**config.mk**
```make
export PLATFORM = sky130hd
export DESIGN_NAME = logs_map_engine
export DESIGN_NICKNAME = d
export VERILOG_FILES = /design/src/rtl/logs_pkg.sv /design/src/rtl/logs_serial_mul.sv /design/src/rtl/logs_map_engine.sv
export SDC_FILE = /design/constraint.sdc
export NUM_CORES = 1
export LEC_CHECK = 0
export CAP_MARGIN = 0
export CORE_ASPECT_RATIO = 1.2
export CORE_MARGIN = 5
export CORE_UTILIZATION = 40
export DETAILED_ROUTE_END_ITERATION = 16
export DONT_BUFFER_PORTS = 1
export HOLD_SLACK_MARGIN = 0.08
export PLACE_DENSITY = 0.62
export SETUP_SLACK_MARGIN = 0.15
export SLEW_MARGIN = 20
export SYNTH_ARGS = -nofsm -noshare
export SYNTH_HDL_FRONTEND = slang
export SYNTH_SLANG_ARGS = --single-unit
```
**constraint.sdc**
```tcl
create_clock -name clk -period 2.7 [get_ports clk]
set_clock_uncertainty 0.2 [all_clocks]
set_input_delay 0.54 -clock clk [delete_from_list [all_inputs] [get_ports clk]]
set_output_delay 0.54 -clock clk [all_outputs]
set_load 0.1 [all_outputs]
```
**src/rtl/logs_pkg.sv**
```systemverilog
// Shared definitions for the logistic-map iteration engine.
package logs_pkg;

  localparam int unsigned FRAC_DEF = 8;
  localparam int unsigned ONE      = 1 << FRAC_DEF;
  localparam int unsigned SEED_DEF = 1 << (FRAC_DEF - 1);

  typedef enum logic [1:0] {
    MUL1 = 2'd0,
    MUL2 = 2'd1,
    WAIT = 2'd2
  } state_e;

endpackage

```
**src/rtl/logs_serial_mul.sv**
```systemverilog
// Serial LSB-first shift-add unsigned multiplier; start also performs the first bit step.
module logs_serial_mul #(
  parameter int unsigned AW = 9,
  parameter int unsigned BW = 10
) (
  input  logic             clk,
  input  logic             reset,
  input  logic             start,
  input  logic [AW-1:0]    a,
  input  logic [BW-1:0]    b,
  output logic             done,
  output logic [AW+BW-1:0] product
);

  localparam int unsigned PW = AW + BW;
  localparam int unsigned NW = $clog2(BW + 1);

  logic [PW-1:0] acc_q, acc_d;
  logic [PW-1:0] a_sh_q, a_sh_d;
  logic [BW-1:0] b_sh_q, b_sh_d;
  logic [NW-1:0] cnt_q, cnt_d;

  always_comb begin
    acc_d  = acc_q;
    a_sh_d = a_sh_q;
    b_sh_d = b_sh_q;
    cnt_d  = cnt_q;
    if (start) begin
      acc_d  = b[0] ? PW'(a) : '0;
      a_sh_d = PW'(a) << 1;
      b_sh_d = b >> 1;
      cnt_d  = NW'(BW - 1);
    end else if (cnt_q != '0) begin
      if (b_sh_q[0]) begin
        acc_d = acc_q + a_sh_q;
      end
      a_sh_d = a_sh_q << 1;
      b_sh_d = b_sh_q >> 1;
      cnt_d  = cnt_q - NW'(1);
    end
  end

  always_ff @(posedge clk or posedge reset) begin
    if (reset) begin
      acc_q  <= '0;
      a_sh_q <= '0;
      b_sh_q <= '0;
      cnt_q  <= '0;
    end else begin
      acc_q  <= acc_d;
      a_sh_q <= a_sh_d;
      b_sh_q <= b_sh_d;
      cnt_q  <= cnt_d;
    end
  end

  assign done    = (cnt_q == '0);
  assign product = acc_q;

endmodule

```
**src/rtl/logs_map_engine.sv**
```systemverilog
// Logistic map x' = r*x*(1-x) in fixed point, one iteration every ITER_LEN clocks.
module logs_map_engine
  import logs_pkg::*;
#(
  parameter int unsigned FRAC     = FRAC_DEF,
  parameter int unsigned ITER_LEN = 100,
  parameter int unsigned SEED     = 1 << (FRAC - 1)
) (
  input  logic            clk,
  input  logic            reset,
  input  logic [FRAC+1:0] r,
  output logic [FRAC-1:0] x,
  output logic            next_ready,
  output logic            reseeded
);

  localparam int unsigned CW = $clog2(ITER_LEN);
  localparam int unsigned AW = FRAC + 1;
  localparam int unsigned BW = FRAC + 2;
  localparam int unsigned PW = AW + BW;

  if (ITER_LEN < 2 * FRAC + 4) begin : g_bad_iter_len
    $error("logs_map_engine: ITER_LEN must be >= 2*FRAC+4");
  end
  if (SEED == 0) begin : g_bad_seed
    $error("logs_map_engine: SEED must be nonzero");
  end

  logic [CW-1:0]   c_q, c_d;
  state_e          state_q, state_d;
  logic [FRAC+1:0] r_lat_q, r_lat_d;
  logic [FRAC-1:0] x_q, x_d;
  logic            nr_q, nr_d;
  logic            rs_q, rs_d;

  logic            commit;
  logic            mul_start;
  logic [AW-1:0]   mul_a;
  logic [BW-1:0]   mul_b;
  logic            mul_done;
  logic [PW-1:0]   prod;
  logic            sat;
  logic [FRAC-1:0] res;
  logic            unused_bits;

  logs_serial_mul #(
    .AW (AW),
    .BW (BW)
  ) u_mul (
    .clk     (clk),
    .reset   (reset),
    .start   (mul_start),
    .a       (mul_a),
    .b       (mul_b),
    .done    (mul_done),
    .product (prod)
  );

  assign unused_bits = ^{mul_done, prod[FRAC-1:0]};

  always_comb begin
    commit  = (c_q == CW'(ITER_LEN - 1));
    c_d     = commit ? '0 : c_q + CW'(1);
    r_lat_d = (c_q == CW'(1)) ? r : r_lat_q;

    state_d = state_q;
    case (state_q)
      MUL1:    if (c_q == CW'(FRAC - 1))     state_d = MUL2;
      MUL2:    if (c_q == CW'(2 * FRAC + 1)) state_d = WAIT;
      WAIT:    if (commit)                   state_d = MUL1;
      default:                               state_d = MUL1;
    endcase

    // The multiplier is restarted at c=0 for q and at c=FRAC for p;
    // its product register carries q into the second pass.
    mul_start = 1'b0;
    mul_a     = {1'b1, {FRAC{1'b0}}} - {1'b0, x_q};
    mul_b     = {2'b00, x_q};
    if (state_q == MUL1) begin
      mul_start = (c_q == '0);
    end else begin
      mul_a     = prod[2*FRAC:FRAC];
      mul_b     = r_lat_q;
      mul_start = (state_q == MUL2) && (c_q == CW'(FRAC));
    end

    sat = |prod[PW-1:2*FRAC];
    res = sat ? '1 : prod[2*FRAC-1:FRAC];

    x_d  = x_q;
    nr_d = 1'b0;
    rs_d = 1'b0;
    if (commit) begin
      nr_d = 1'b1;
      if (res == '0) begin
        x_d  = FRAC'(SEED);
        rs_d = 1'b1;
      end else begin
        x_d = res;
      end
    end
  end

  always_ff @(posedge clk or posedge reset) begin
    if (reset) begin
      c_q     <= '0;
      state_q <= MUL1;
      r_lat_q <= '0;
      x_q     <= FRAC'(SEED);
      nr_q    <= 1'b0;
      rs_q    <= 1'b0;
    end else begin
      c_q     <= c_d;
      state_q <= state_d;
      r_lat_q <= r_lat_d;
      x_q     <= x_d;
      nr_q    <= nr_d;
      rs_q    <= rs_d;
    end
  end

  assign x          = x_q;
  assign next_ready = nr_q;
  assign reseeded   = rs_q;

endmodule
```
==> flow_summary.ini <==
[pwr]
vdd_drop_max_v = 0.000358
leakage_nw = 2.37
power.density_nw_per_um2 = 521
totalPowerFinal_mw = 2.76

[grt]
grt_pass1_vias = 3922
grt_util_met1_pct = 22.3
grt.busiest_layer = met2
use_met2_pct = 29.6
grt_use_total_pct = 17.8
grt_max_degree = 40
grt_use_met3_pct = 3.54
grt_pass1_wl_um = 19600
antenna_found_initial = 0
grt_remaining_overflow = 0

[job]
drv_cap = 0

[worst_setup_path]
slowest_stage = dfrtp_1
cp_cell_sequence = ha_1 > a21o_1 > a21o_1 > a21oi_1 > nor2_1 > a311o_1 > nor3_1
start_kind = flip-flop
cpPeakStageDelay_ps = 480
critPathBufInv = 0
crit_top_cell = a21o_1
endpoint_kind = flip-flop
cp.required_ps = 2750
crit_family = compound AO/OA/AOI/OAI gates
worstPathArrival_ps = 2530
critPathKind = reg2reg
cp_max_fo = 8

[detailed_routing]
wl_um = 11700
vias_per_cell = 5.66
remaining_drc_errors = 0
avgRoutedWirePerCell_um = 17.1
drt-initial-drc-count = 262
vias = 3868
ant_nets = 0
dr.pass1.iters = 4

[outcome]
status = finished, final reports clean

[synth]
synthArstFlopShare_pct = 100
syn_area_per_cell_sq_um = 9.02
ys_types = 64
synth_edf_count = 0
syn-num-nets = 546
ys.flop_type = dfrtp_1
yosys_warnings = 0
netlist_area_sq_um = 4600
ys_ff_latch = 78
seq_area_frac_synth_pct = 42.4
netlist_instances = 510

[placed_design]
io_buffers = 0
place.gp.congestion = 0.901
dp_hpwl_um = 8460
placedCellCount = 664

[timing]
fin_crit_ps = 2490
grt_setup_unrepaired = no
setup_viol = 0
slew_headroom_pct = 62.8
tns_ps = 0
worst_pin_slew_ps = 556
finalCritPeriodShare_pct = 92.1
holdWs_ps = 148
fmax_mhz = 402
hold_viol_final = 0
finalMaxSlewViolations = 0

[clock_tree]
cts_inserted_buffers = 9
path_clk_slew_ps = 60
cts_tree = done
clk_path_buf_depth = 2
root_buffer = clkbuf_16
clock_sinks = 78
cts_max_level = 3
clk_latency_ps = 340

[finish]
mostFrequentLayoutCell = nand2_1
nNetsFinal = 557
syn2layout_area_growth_pct = 15.1
utilization_pct = 46.4
layout-drive-gt1-share_pct = 14.8
layout_common_cells = 85 x nand2_1, 75 x dfrtp_1, 51 x a21oi_1, 36 x nor2_1, 28 x o21ai_0
num-fill-cells = 1085
post_layout_nonfiller_instances = 683
antennaDiodeCount = 0

[worst_hold_path]
holdCritPathClass = in2reg

[die]
die_y_um = 127
num_io_pins = 22
die_w_um = 108
row_count = 43
start_util_pct = 40.3
core_sq_um = 11400
die-area_sq_um = 13800
## report_power, final
part	total (mW)	switching [mW]	internal [mW]	leakage, nW
combinational	0.159	0.102	0.0569	1.19
sequential	1.23	0.0319	1.20	1.01
clock	1.37	0.485	0.888	0.165
## registers in the layout (all words and copies together) (netlist names)
| signal | count |
|---|---|
| u_mul.a_sh_q | 18 |
| x | 8 |
| u_mul.b_sh_q | 9 |
| reseeded | 1 |
| r_lat_q | 10 |
| state_q | 2 |
| c_q | 7 |
| u_mul.cnt_q | 4 |
| next_ready | 1 |
| u_mul.product | 18 |
## synth_stat cells, types with 8 or more instances
| cell | number | share of area (%) |
|---|---|---|
| nor2_1 | 36 | 2.9 |
| nand3_1 | 15 | 1.6 |
| inv_1 | 10 | 0.82 |
| nor3_1 | 14 | 1.5 |
| a31oi_1 | 8 | 1.1 |
| or3_1 | 9 | 1.2 |
| a21oi_1 | 51 | 5.5 |
| dfrtp_1 | 77 | 42 |
| mux2_2 | 10 | 2.4 |
| clkbuf_1 | 17 | 1.4 |
| nand2_1 | 85 | 6.9 |
| ha_1 | 23 | 6.3 |
| o21ai_0 | 29 | 3.2 |
| xnor2_1 | 13 | 2.5 |
## kinds of logic after synthesis
| kind of cell | share of synthesized area (%) |
|---|---|
| AND/OR/NAND/NOR | 20.8 |
| AO/OA/AOI/OAI | 18.8 |
| flip-flops | 42.4 |
| buffers and inverters | 3.86 |
| adder cells (fa/ha/maj) | 6.69 |
| XOR/XNOR | 3.62 |
| multiplexers | 3.75 |
## through the flow
step	cell area (sq um)	worst slack [ps]
CTS	5260	188
floorplan	4610	161
global placement	4880	151
finish	5300	214
detailed placement	4880	49.7
global route	5300	84.2
## worst register-to-register path, stage by stage, from the launching register on
cell and delay (ps):
dfrtp_1 480, ha_1 450, a21o_1 250, a21o_1 180, a21oi_1 240, nor2_1 90
a311o_1 320, nor3_1 170
## path summary, 6_finish.rpt
path / start / endpoint / slack (ps) / depth (start not counted)
max: u_mul.product[14] / u_mul.product[17] / 210 / 7
min: r[0] / r_lat_q[0] / 150 / 1
max reg2reg: u_mul.product[14] / u_mul.product[17] / 210 / 7
min reg2reg: r_lat_q[8] / u_mul.b_sh_q[7] / 280 / 2
max in group asynchronous: reset / x[7] / 1130 / 3
min in group asynchronous: reset / r_lat_q[9] / 520 / 2
## area by class of cell
class                   instances  area (sq um)  area share (%)
repair buffers                 29           233            4.40
well taps                     157           196            3.71
inverters                      11          45.0           0.851
clock inverters                 4          76.3            1.44
multi-input cells             392          2520            47.6
clock buffers                  12           267            5.03
flip-flops and latches         78          1960            36.9
## layer usage
layer,part of all wire [%],up-vias,wire length (um)
met1,42,1868,4910
met4,3.2,0,376
met3,4.8,29,561
li1,-,1854,-
met5,0,-,0
met2,50,117,5840
## repair_timing
item                                    in CTS  in global routing
hold buffers                                 1                  0
pin swaps                                    2                  2
endpoints found under the hold margin       20                  0
buffers inserted                             2                  0
gates resized for setup                      4                  6
endpoints found under the setup margin       3                  7
(Power assumes the default switching activity.)
